==> src/rtl/dbus_ctrl.sv <==
// Data-bus access controller for the memory stage: issues one bus transaction
// per load/store, stalls the pipeline until ack or timeout, and holds load data.
//
// state | meaning
// IDLE  | no transaction outstanding; a request is latched onto the bus
// BUSY  | bus_req_o high, waiting for ack or timeout on behalf of the stage
// HOLD  | transaction done, stage held by stall_i; present the held load word
// DRAIN | instruction flushed; keep the bus request alive until it completes
module dbus_ctrl #(
    parameter int TIMEOUT = 16
) (
    input  logic        clk,
    input  logic        rst,
    input  logic        mem_ce_i,
    input  logic        mem_we_i,
    input  logic [31:0] mem_addr_i,
    input  logic [3:0]  mem_sel_i,
    input  logic [31:0] mem_data_i,
    input  logic        stall_i,
    input  logic        flush_i,
    output logic [31:0] mem_data_o,
    output logic        stallreq_o,
    output logic        bus_err_o,
    output logic        bus_req_o,
    output logic        bus_we_o,
    output logic [31:0] bus_addr_o,
    output logic [3:0]  bus_sel_o,
    output logic [31:0] bus_wdata_o,
    input  logic        bus_ack_i,
    input  logic [31:0] bus_rdata_i
);

    typedef enum logic [1:0] {IDLE, BUSY, HOLD, DRAIN} state_t;

    localparam logic [7:0] TERM_CNT = 8'(TIMEOUT - 1);

    state_t      state;
    logic [7:0]  cnt;
    logic [31:0] hold_data;

    logic ack;
    logic timeout;
    logic done;
    logic issue;

    // An ack only counts while our own request is on the bus.
    assign ack     = bus_req_o & bus_ack_i;
    assign timeout = bus_req_o & ~bus_ack_i & (cnt == TERM_CNT);
    assign done    = ack | timeout;
    assign issue   = (state == IDLE) & mem_ce_i & ~flush_i;

    always_comb begin
        stallreq_o = 1'b0;
        mem_data_o = 32'h0;
        bus_err_o  = 1'b0;
        if (!rst) begin
            case (state)
                IDLE: stallreq_o = issue;
                BUSY: begin
                    stallreq_o = ~done;
                    bus_err_o  = timeout;
                    if (ack) mem_data_o = bus_rdata_i;
                end
                HOLD: mem_data_o = hold_data;
                DRAIN: begin
                    stallreq_o = mem_ce_i;
                    bus_err_o  = timeout;
                end
                default: ;
            endcase
        end
    end

    always_ff @(posedge clk) begin
        if (rst) begin
            state       <= IDLE;
            bus_req_o   <= 1'b0;
            bus_we_o    <= 1'b0;
            bus_addr_o  <= 32'h0;
            bus_sel_o   <= 4'h0;
            bus_wdata_o <= 32'h0;
            hold_data   <= 32'h0;
            cnt         <= 8'h0;
        end else begin
            case (state)
                IDLE: begin
                    if (issue) begin
                        state       <= BUSY;
                        bus_req_o   <= 1'b1;
                        bus_we_o    <= mem_we_i;
                        bus_addr_o  <= mem_addr_i;
                        bus_sel_o   <= mem_sel_i;
                        bus_wdata_o <= mem_data_i;
                        cnt         <= 8'h0;
                    end
                end
                BUSY: begin
                    if (done) begin
                        bus_req_o <= 1'b0;
                        // A timed-out load completes with a zero word.
                        if (!bus_we_o) hold_data <= ack ? bus_rdata_i : 32'h0;
                        state <= (stall_i && !flush_i) ? HOLD : IDLE;
                    end else begin
                        cnt <= cnt + 8'd1;
                        if (flush_i) state <= DRAIN;
                    end
                end
                HOLD: begin
                    if (flush_i || !stall_i) state <= IDLE;
                end
                DRAIN: begin
                    if (done) begin
                        bus_req_o <= 1'b0;
                        state     <= IDLE;
                    end else begin
                        cnt <= cnt + 8'd1;
                    end
                end
                default: state <= IDLE;
            endcase
        end
    end

endmodule

==> config.mk <==
export PLATFORM = sky130hd
export DESIGN_NAME = dbus_ctrl
export DESIGN_NICKNAME = d
export VERILOG_FILES = /design/src/rtl/dbus_ctrl.sv
export SDC_FILE = /design/constraint.sdc
export NUM_CORES = 1
export LEC_CHECK = 0
export BUFFER_PORTS_ARGS = -buffer_cell sky130_fd_sc_hd__buf_4
export CAP_MARGIN = 10
export CORE_AREA = 2 2 99 101
export DETAILED_ROUTE_END_ITERATION = 8
export DIE_AREA = 0 0 101 103
export GPL_ROUTABILITY_DRIVEN = 0
export PLACE_DENSITY = 0.87
export SYNTH_ARGS = -nofsm -noshare
export SYNTH_HDL_FRONTEND = slang
export SYNTH_SLANG_ARGS = --single-unit
==> constraint.sdc <==
create_clock -name clk -period 4.9 [get_ports clk]
set_clock_uncertainty 0.2 [all_clocks]
set_input_delay 0.98 -clock clk [delete_from_list [all_inputs] [get_ports clk]]
set_output_delay 0.98 -clock clk [all_outputs]
set_load 0.03 [all_outputs]
==> run summary, run 1 <==
Pwr Total: 1.93 mW
Unrepaired setup endpoints after global routing: false
Max Fanout on Critical Path: 33
Synth warn: 0
Largest net degree at the start of global routing: 87
Die width: 101 um
CTS max path bufs: 2
M3 GR Usage: 7.93%
Met2 Track Usage GR: 40.3%
Setup TNS: 0 ps
CTS H-tree lvls: 3
HPWL after DPL: 8.75 mm
Antenna-violating nets left: 0
Period minus WS final: 3680 ps
Hold Vio Cnt, Final: 0
Run status: finished, final reports clean
Worst Max-Slew Pin Slew: 1210 ps
Maxcap violations: 0
Global route overflow: 0
Post-Syn Instances: 551
First-pass GRT wire length: 19.8 mm
CP Launch Type: flop
Avg WL per Cell: 14.9 um
CTS Sinks: 112
TritonCTS buffer count: 9
Synth Cell Area: 4560 um^2
Wirelength, routed: 12.7 mm
Fin crit share: 75.1%
Sequential cell area: 2240 um^2
Critical Path Sink Type: primary output
Slew margin rel.: 19.6%
Gr usage total: 23.5%
Fill cells: 757
Fmax: 272 MHz
Hold Path Class: flop to flop
CP arrival: 2500 ps
P&R area growth vs syn: 39.1%
Share of post-route cells with drive strength above 1: 32.8%
DR DRC count: 0
1st-pass router iterations: 5
Via density: 5.47
Multi-input gate area: 2130 um^2
GRT Max-Usage Layer: met2
Final setup violation count: 0
Post-CTS Setup Bufs: 0
Sequential element share of the synthesized area: 49.2%
Height of the die: 103 um
R2r endpoint: state[0]$_SDFFE_PP0P_
Worst R2R Path Depth: 5
Core footprint: 9460 um^2
Hold Startpoint: bus_addr_o[27]$_SDFFE_PP0N_
Post-Route Utilization: 67.0%
Clock latency on the worst-skew pair: 370 ps
Post-Syn Area per Cell: 8.27 um^2
Reg2reg setup slack: 2170 ps
Hold Crit Depth: 2
IO Pins: 211
Worst-path clk slew: 100 ps
Peak supply drop: 0.185 mV
ANT cells: 0
Initial Util: 48.2%
Root Buffer: clkbuf_8
GRT met1 Usage: 27.0%
Critical path type: flop to primary output
Initial antenna violation count: 0
Vias: 4,659
Fin. max-slew vios: 0
WHS Endpoint: bus_addr_o[27]$_SDFFE_PP0N_
Post-synth cell types: 37
Worst EP required: 3720 ps
Nets@finish: 848
PwrDens: 305 nW/um^2
Reg2Reg Launch Point: state[0]$_SDFFE_PP0P_
Vias in the first global route: 4,301
Starting DRC count in detailed routing: 197
Hold buffers post-CTS: 0
Die area: 10,400 um^2
IO Port Bufs: 210
Flop and latch count out of synthesis: 112
PostCTS Resize Cnt: 0
Leakage power: 2.66 nW
TritonCTS clock tree: built
Rows: 36
Syn nets: 665
==> power breakdown <==
| group | internal (mW) | total (mW) | switching, mW |
|---|---|---|---|
| logic | 0.170 | 0.434 | 0.263 |
| clock network | 0.211 | 0.512 | 0.301 |
| registers | 0.959 | 0.988 | 0.0292 |
| total | 1.34 | 1.93 | 0.594 |
==> state kept, by name (all words and copies together), names as in the netlist <==
signal and count:
bus_addr_o 32, bus_wdata_o 32, hold_data 32, cnt 8, bus_sel_o 4, state 2, bus_req_o 1, bus_we_o 1
==> kinds of logic (layout without fill, tap and decap cells) <==
logic type	count (synthesis)	in the layout	share of synthesized area [%]
multiplexers	1	1	0.247
flip-flops	112	112	49.2
AO/OA/AOI/OAI	161	161	23.4
AND/OR/NAND/NOR	222	222	20.9
buffers and inverters	48	235	4.28
adder cells (fa/ha/maj)	7	7	1.92
==> worst max-delay path by stage <==
stage,from,slack [ps],depth (start not counted),endpoint
floorplan,flush_i,1320,6,stallreq_o
global placement,rst,1320,5,mem_data_o[8]
detailed placement,rst,1260,5,mem_data_o[11]
CTS,state[0]$_SDFFE_PP0P_,1240,5,mem_data_o[7]
global route,state[0]$_SDFFE_PP0P_,1070,5,mem_data_o[7]
finish,state[0]$_SDFFE_PP0P_,1220,5,mem_data_o[7]
==> per-stage QoR <==
step / setup WS, ps / instance area, um^2 / hold slack (ps) / std cells
3_3_place_gp: 1320 / 6140 / 243 / 836
5_1_grt: 1070 / 6340 / 281 / 852
2_1_floorplan: 1320 / 4560 / 250 / 551
6_report: 1220 / 6340 / 260 / 852
3_5_place_dp: 1260 / 6140 / 247 / 836
4_1_cts: 1240 / 6320 / 261 / 851
==> layout make-up <==
| cell class | instances | share of cell area (%) |
|---|---|---|
| flip-flops and latches | 112 | 35.4 |
| clock buffers | 11 | 2.39 |
| multi-input cells | 391 | 33.7 |
| clock inverters | 4 | 0.454 |
| inverters | 5 | 0.296 |
| well taps | 114 | 2.25 |
| repair buffers | 215 | 25.6 |
==> layout by cell type, fill, tap and decap left out, types with 3 or more instances in the layout <==
cell / instances
buf_4: 214
nand2_1: 149
dfxtp_1: 112
a21oi_1: 74
nor2_1: 37
a22oi_1: 32
a22o_1: 32
clkbuf_8: 11
nand3_1: 7
a31oi_1: 7
ha_1: 7
inv_1: 5
o21ai_0: 5
or4_1: 4
nand2b_1: 3
and3_1: 3
nand4b_1: 3
==> critical path, cell delays in order (launching register included) <==
cell     delay, ps
dfxtp_1        340
inv_1          160
ha_1           990
a22oi_1        270
nor2_1         170
buf_4          180
==> cell usage after synthesis (all sizes together) <==
cell / number / area [um^2]
a211oi: 2 / 15.0
a21boi: 1 / 11.3
a21o: 4 / 32.5
a21oi: 74 / 370
a221oi: 1 / 8.76
a22o: 33 / 290
a22oi: 32 / 240
a31oi: 8 / 65.1
a32o: 1 / 10.0
and2: 1 / 6.26
and3: 4 / 25.0
and4: 1 / 8.76
and4b: 1 / 10.0
buf: 6 / 37.5
clkbuf: 37 / 139
dfxtp: 112 / 2240
ha: 7 / 87.6
inv: 5 / 18.8
mux2: 1 / 11.3
nand2: 149 / 559
nand2b: 3 / 18.8
nand3: 8 / 40.0
nand4: 2 / 12.5
nand4b: 3 / 26.3
nor2: 37 / 139
nor2b: 1 / 6.26
nor3: 2 / 10.0
nor3b: 1 / 12.5
nor4: 2 / 12.5
nor4b: 1 / 23.8
o21ai: 5 / 25.0
or2: 2 / 12.5
or4: 4 / 30.0
==> per-layer routing <==
metal  vias up  wire (um)
met5         -          0
met4         0        303
met3        27       1250
met2       201       6160
met1      2166       4950
li1       2265          -
(Power assumes the default switching activity.)
==> run 2, diff against run 1 <==
==> config.mk (replaced) <==
export PLATFORM = sky130hd
export DESIGN_NAME = dbus_ctrl
export DESIGN_NICKNAME = d
export VERILOG_FILES = /design/src/rtl/dbus_ctrl.sv
export SDC_FILE = /design/constraint.sdc
export NUM_CORES = 1
export LEC_CHECK = 0
export ABC_AREA = 1
export BUFFER_PORTS_ARGS = -buffer_cell sky130_fd_sc_hd__buf_4
export CAP_MARGIN = 10
export CORE_AREA = 2 2 107 109
export DETAILED_ROUTE_END_ITERATION = 8
export DIE_AREA = 0 0 109 111
export GPL_ROUTABILITY_DRIVEN = 0
export PLACE_DENSITY = 0.83
export SYNTH_ARGS = -nofsm -noshare
export SYNTH_HDL_FRONTEND = slang
export SYNTH_SLANG_ARGS = --single-unit
==> constraint.sdc (replaced) <==
create_clock -name clk -period 3.5 [get_ports clk]
set_clock_uncertainty 0.2 [all_clocks]
set_input_delay 0.7 -clock clk [delete_from_list [all_inputs] [get_ports clk]]
set_output_delay 0.7 -clock clk [all_outputs]
set_load 0.03 [all_outputs]
==> run 2 against run 1 <==
- clock power rose by 110%
- count of clock-buffer cells in the layout fell by 2
- final cell count rose by 22%
- global-route usage fell by 1.1 points
- non-clock buffer count rose by 5
- synthesized cell count rose by 28%
- total power rose by 110%
- flip-flop and latch count did not move
- critical endpoint is now mem_data_o[3]
- largest cell class is now multi-input gates
- largest power group unchanged
- highest routed layer unchanged
==> run summary, run 2 <==
Run status: finished, final reports clean
Critical Path Sink Type: primary output
Multi-input gate area: 2410 um^2 (+13%)
Post-Syn Area per Cell: 7.31 um^2 (-12%)
IO Pins: 211 (unchanged)
Crit-path cells: inv_1 > ha_1 > nand2_1 > buf_12 > nor2_1 > buf_4
Antenna-violating nets left: 0 (unchanged)
Critical path type: flop to primary output
Final setup violation count: 0 (unchanged)
Wirelength, routed: 13.6 mm (+7.6%)
Adder-Cell Fraction of Synth Area: 1.70% (-0.22 points)
Most frequent cells in the layout: 218 x nor2_1, 218 x buf_4, 112 x dfxtp_1
CTS max path bufs: 2 (unchanged)
Post-synth top area cell: dfxtp_1
Sequential cell area: 2240 um^2 (unchanged)
Pwr Total: 4.11 mW (+110%)
First-pass GRT wire length: 22.3 mm (+13%)
Setup TNS: 0 ps (unchanged)
Clock network fraction of design power: 26.1% (-0.4 points)
Clock latency on the worst-skew pair: 340 ps (-30 ps)
Main combinational cell family by area after synthesis: simple AND/OR/NAND/NOR gates
Initial antenna violation count: 0 (unchanged)
CTS Sinks: 112 (unchanged)
CP arrival: 1950 ps (-550 ps)
Max stage delay on crit path: 400 ps (-590 ps)
Simple-gate share of the synthesized area: 28.2% (+7.3 points)
Root Buffer: clkbuf_16
Maxcap violations: 0 (unchanged)
Top-count cell post-synth: nor2_1
Logic pwr share: 36.5% (+14 points)
Internal power: 2.51 mW (+87%)
Fin. max-slew vios: 0 (unchanged)
Fin crit share: 81.5%
Ranking of synthesized cells by area: dfxtp_1 44%, nor2_1 16%, o21ai_0 7.2%, a22oi_1 4.7%, nand2_1 3.6%
1st-pass router iterations: 6 (+1)
Crit-path leading delay family: buffers and inverters
Die area: 12,100 um^2 (+16%)
Mux cell area share after synthesis: 0% (-0.25 points)
Vias in the first global route: 4,832 (+12%)
Leakage power: 3.23 nW (+22%)
ANT cells: 0 (unchanged)
Psw: 1.60 mW (+170%)
Syn nets: 819 (+23%)
CP Launch Type: flop
Complex-gate fraction of the synthesized area: 16.6% (-6.9 points)
Unrepaired setup endpoints after global routing: false
Rows: 39 (+8.3%)
Avg WL per Cell: 13.1 um (-12%)
Worst R2R Path Depth: 9 (+4)
Post-CTS Setup Bufs: 0 (unchanged)
Worst Max-Slew Pin Slew: 634 ps (-573 ps)
Hold Vio Cnt, Final: 0 (unchanged)
TritonCTS buffer count: 9 (unchanged)
WP buf/inv: 3 (+1)
Sw Share: 39.0% (+8.3 points)
Vias: 5,169 (+11%)
PostCTS Resize Cnt: 0 (unchanged)
Synth Cell Area: 5150 um^2 (+13%)
Gr usage total: 22.4% (-1.1 points)
Largest net degree at the start of global routing: 73 (-16%)
IO Port Bufs: 210 (unchanged)
Biggest regs: bus_addr_o (32), bus_wdata_o (32), hold_data (32)
Core footprint: 11,100 um^2 (+17%)
Post-Syn Instances: 705 (+28%)
Fill cells: 962 (+27%)
Flop and latch count out of synthesis: 112 (unchanged)
Nets@finish: 1,002 (+18%)
P&R area growth vs syn: 36.0%
Post-Synth XOR/XNOR Area: 0.170% (+0.17 points)
Hold buffers post-CTS: 0 (unchanged)
Starting DRC count in detailed routing: 310 (+57%)
Die width: 109 um (+7.9%)
Post-synth top flop: dfxtp_1
DR DRC count: 0 (unchanged)
Max Fanout on Critical Path: 22 (-33%)
Global route overflow: 0 (unchanged)
Initial Util: 46.5% (-1.7 points)
TritonCTS clock tree: built
Peak supply drop: 0.344 mV (+86%)
Hold Path Class: flop to flop
Cell depth of the worst setup path: 6 (+1)
Worst-path clk slew: 70 ps (-30 ps)
Synth warn: 0 (unchanged)
Sequential element share of the synthesized area: 43.5% (-5.7 points)
Slowest CP cell: dfxtp_1
Post-synth cell types: 34 (-8.1%)
Top-area cell type share of the netlist area: 43.5% (-5.7 points)
Period minus WS final: 2850 ps
Part of the power in registers: 37.4% (-14 points)
HPWL after DPL: 9.34 mm (+6.7%)
PwrDens: 586 nW/um^2 (+92%)
Commonest cells in the netlist: 218 x nor2_1, 112 x dfxtp_1, 74 x o21ai_0, 50 x nand2_1, 49 x inv_1
Hold Crit Depth: 2 (unchanged)
Synth async-reset ratio: 0% (unchanged)
Via density: 4.99 (-8.8%)
Number of synthesized flops with an enable pin: 0 (unchanged)
Worst EP required: 2600 ps (-1120 ps)
CTS H-tree lvls: 3 (unchanged)
Share of post-route cells with drive strength above 1: 30.5% (-2.3 points)
Slew margin rel.: 57.8% (+38 points)
Fmax: 350 MHz
Height of the die: 111 um (+7.8%)
==> run 2: cell count changes in the layout (fill, tap and decap cells not counted), moves of 7 or more <==
cell,delta
a21oi_1,-39
a21oi_2,+7
a22o_1,-32
a31oi_1,-7
clkbuf_16,+9
clkbuf_8,-11
inv_1,+44
nand2_1,-99
nand2_2,+16
nand3_1,+30
nor2_1,+181
o21ai_0,+69
==> run 2: cell type report <==
type | instances | area share (%)
repair buffers | 220 | 23.9
flip-flops and latches | 112 | 32.0
well taps | 143 | 2.55
clock inverters | 7 | 1.20
multi-input cells | 493 | 34.3
clock buffers | 9 | 3.21
inverters | 52 | 2.79
==> run 2: kinds of logic (layout without fill, tap and decap cells) <==
kind of cell | after synthesis | after routing
xor gates and xnor gates | 1 | 1
and+or+nand+nor | 336 | 336
buffers and inverters | 100 | 288
AOI/OAI and AO/OA | 149 | 149
adders and majority gates | 7 | 7
DFF | 112 | 112
==> run 2: power by group through the flow <==
| stage | clock network [mW] | logic (mW) | registers [mW] |
|---|---|---|---|
| after global routing | 1.15 | 1.63 | 1.56 |
| after CTS | 1.10 | 1.50 | 1.54 |
| after detailed placement | 0 | 1.50 | 1.56 |
| after floorplan | 0 | 0.715 | 1.85 |
| after global placement | 0 | 1.49 | 1.56 |
| final | 1.07 | 1.50 | 1.53 |
==> run 2: per-layer routing <==
layer | part of all wire, % | track usage (%) | vias up
met5 | 0 | 0 | -
met4 | 2.1 | 7.61 | 0
met3 | 10 | 7.47 | 24
met2 | 45 | 35.6 | 216
met1 | 43 | 28.4 | 2291
li1 | - | - | 2638
==> run 2: stage by stage <==
stage / util (%) / cells / area, um^2 / setup WS [ps] / hold WS [ps]
2_1_floorplan: - / 705 / 5150 / 603 / 238
3_3_place_gp: 60.5 / 1020 / 6700 / 806 / 250
3_5_place_dp: 60.5 / 1020 / 6700 / 787 / 254
4_1_cts: 63.3 / 1036 / 7010 / 622 / 266
5_1_grt: 63.3 / 1036 / 7010 / 475 / 282
6_report: 63.3 / 1036 / 7010 / 647 / 263
==> run 2: final timing paths <==
| path | slack [ps] | end | from |
|---|---|---|---|
| setup / recovery | 650 | mem_data_o[3] | state[1]$_SDFFE_PP0P_ |
| hold reg to reg | 260 | hold_data[11]$_SDFFE_PP0P_ | hold_data[11]$_SDFFE_PP0P_ |
| hold / removal | 260 | hold_data[11]$_SDFFE_PP0P_ | hold_data[11]$_SDFFE_PP0P_ |
| setup reg to reg | 1000 | bus_addr_o[28]$_SDFFE_PP0N_ | state[0]$_SDFFE_PP0P_ |
==> run 2: worst register-to-register path, delay by kind of cell (launching register included) <==
kind	cells	cell delay (ps)
simple gates	4	440
flops	1	340
buf+inv	4	1200
fa+ha+maj	1	200
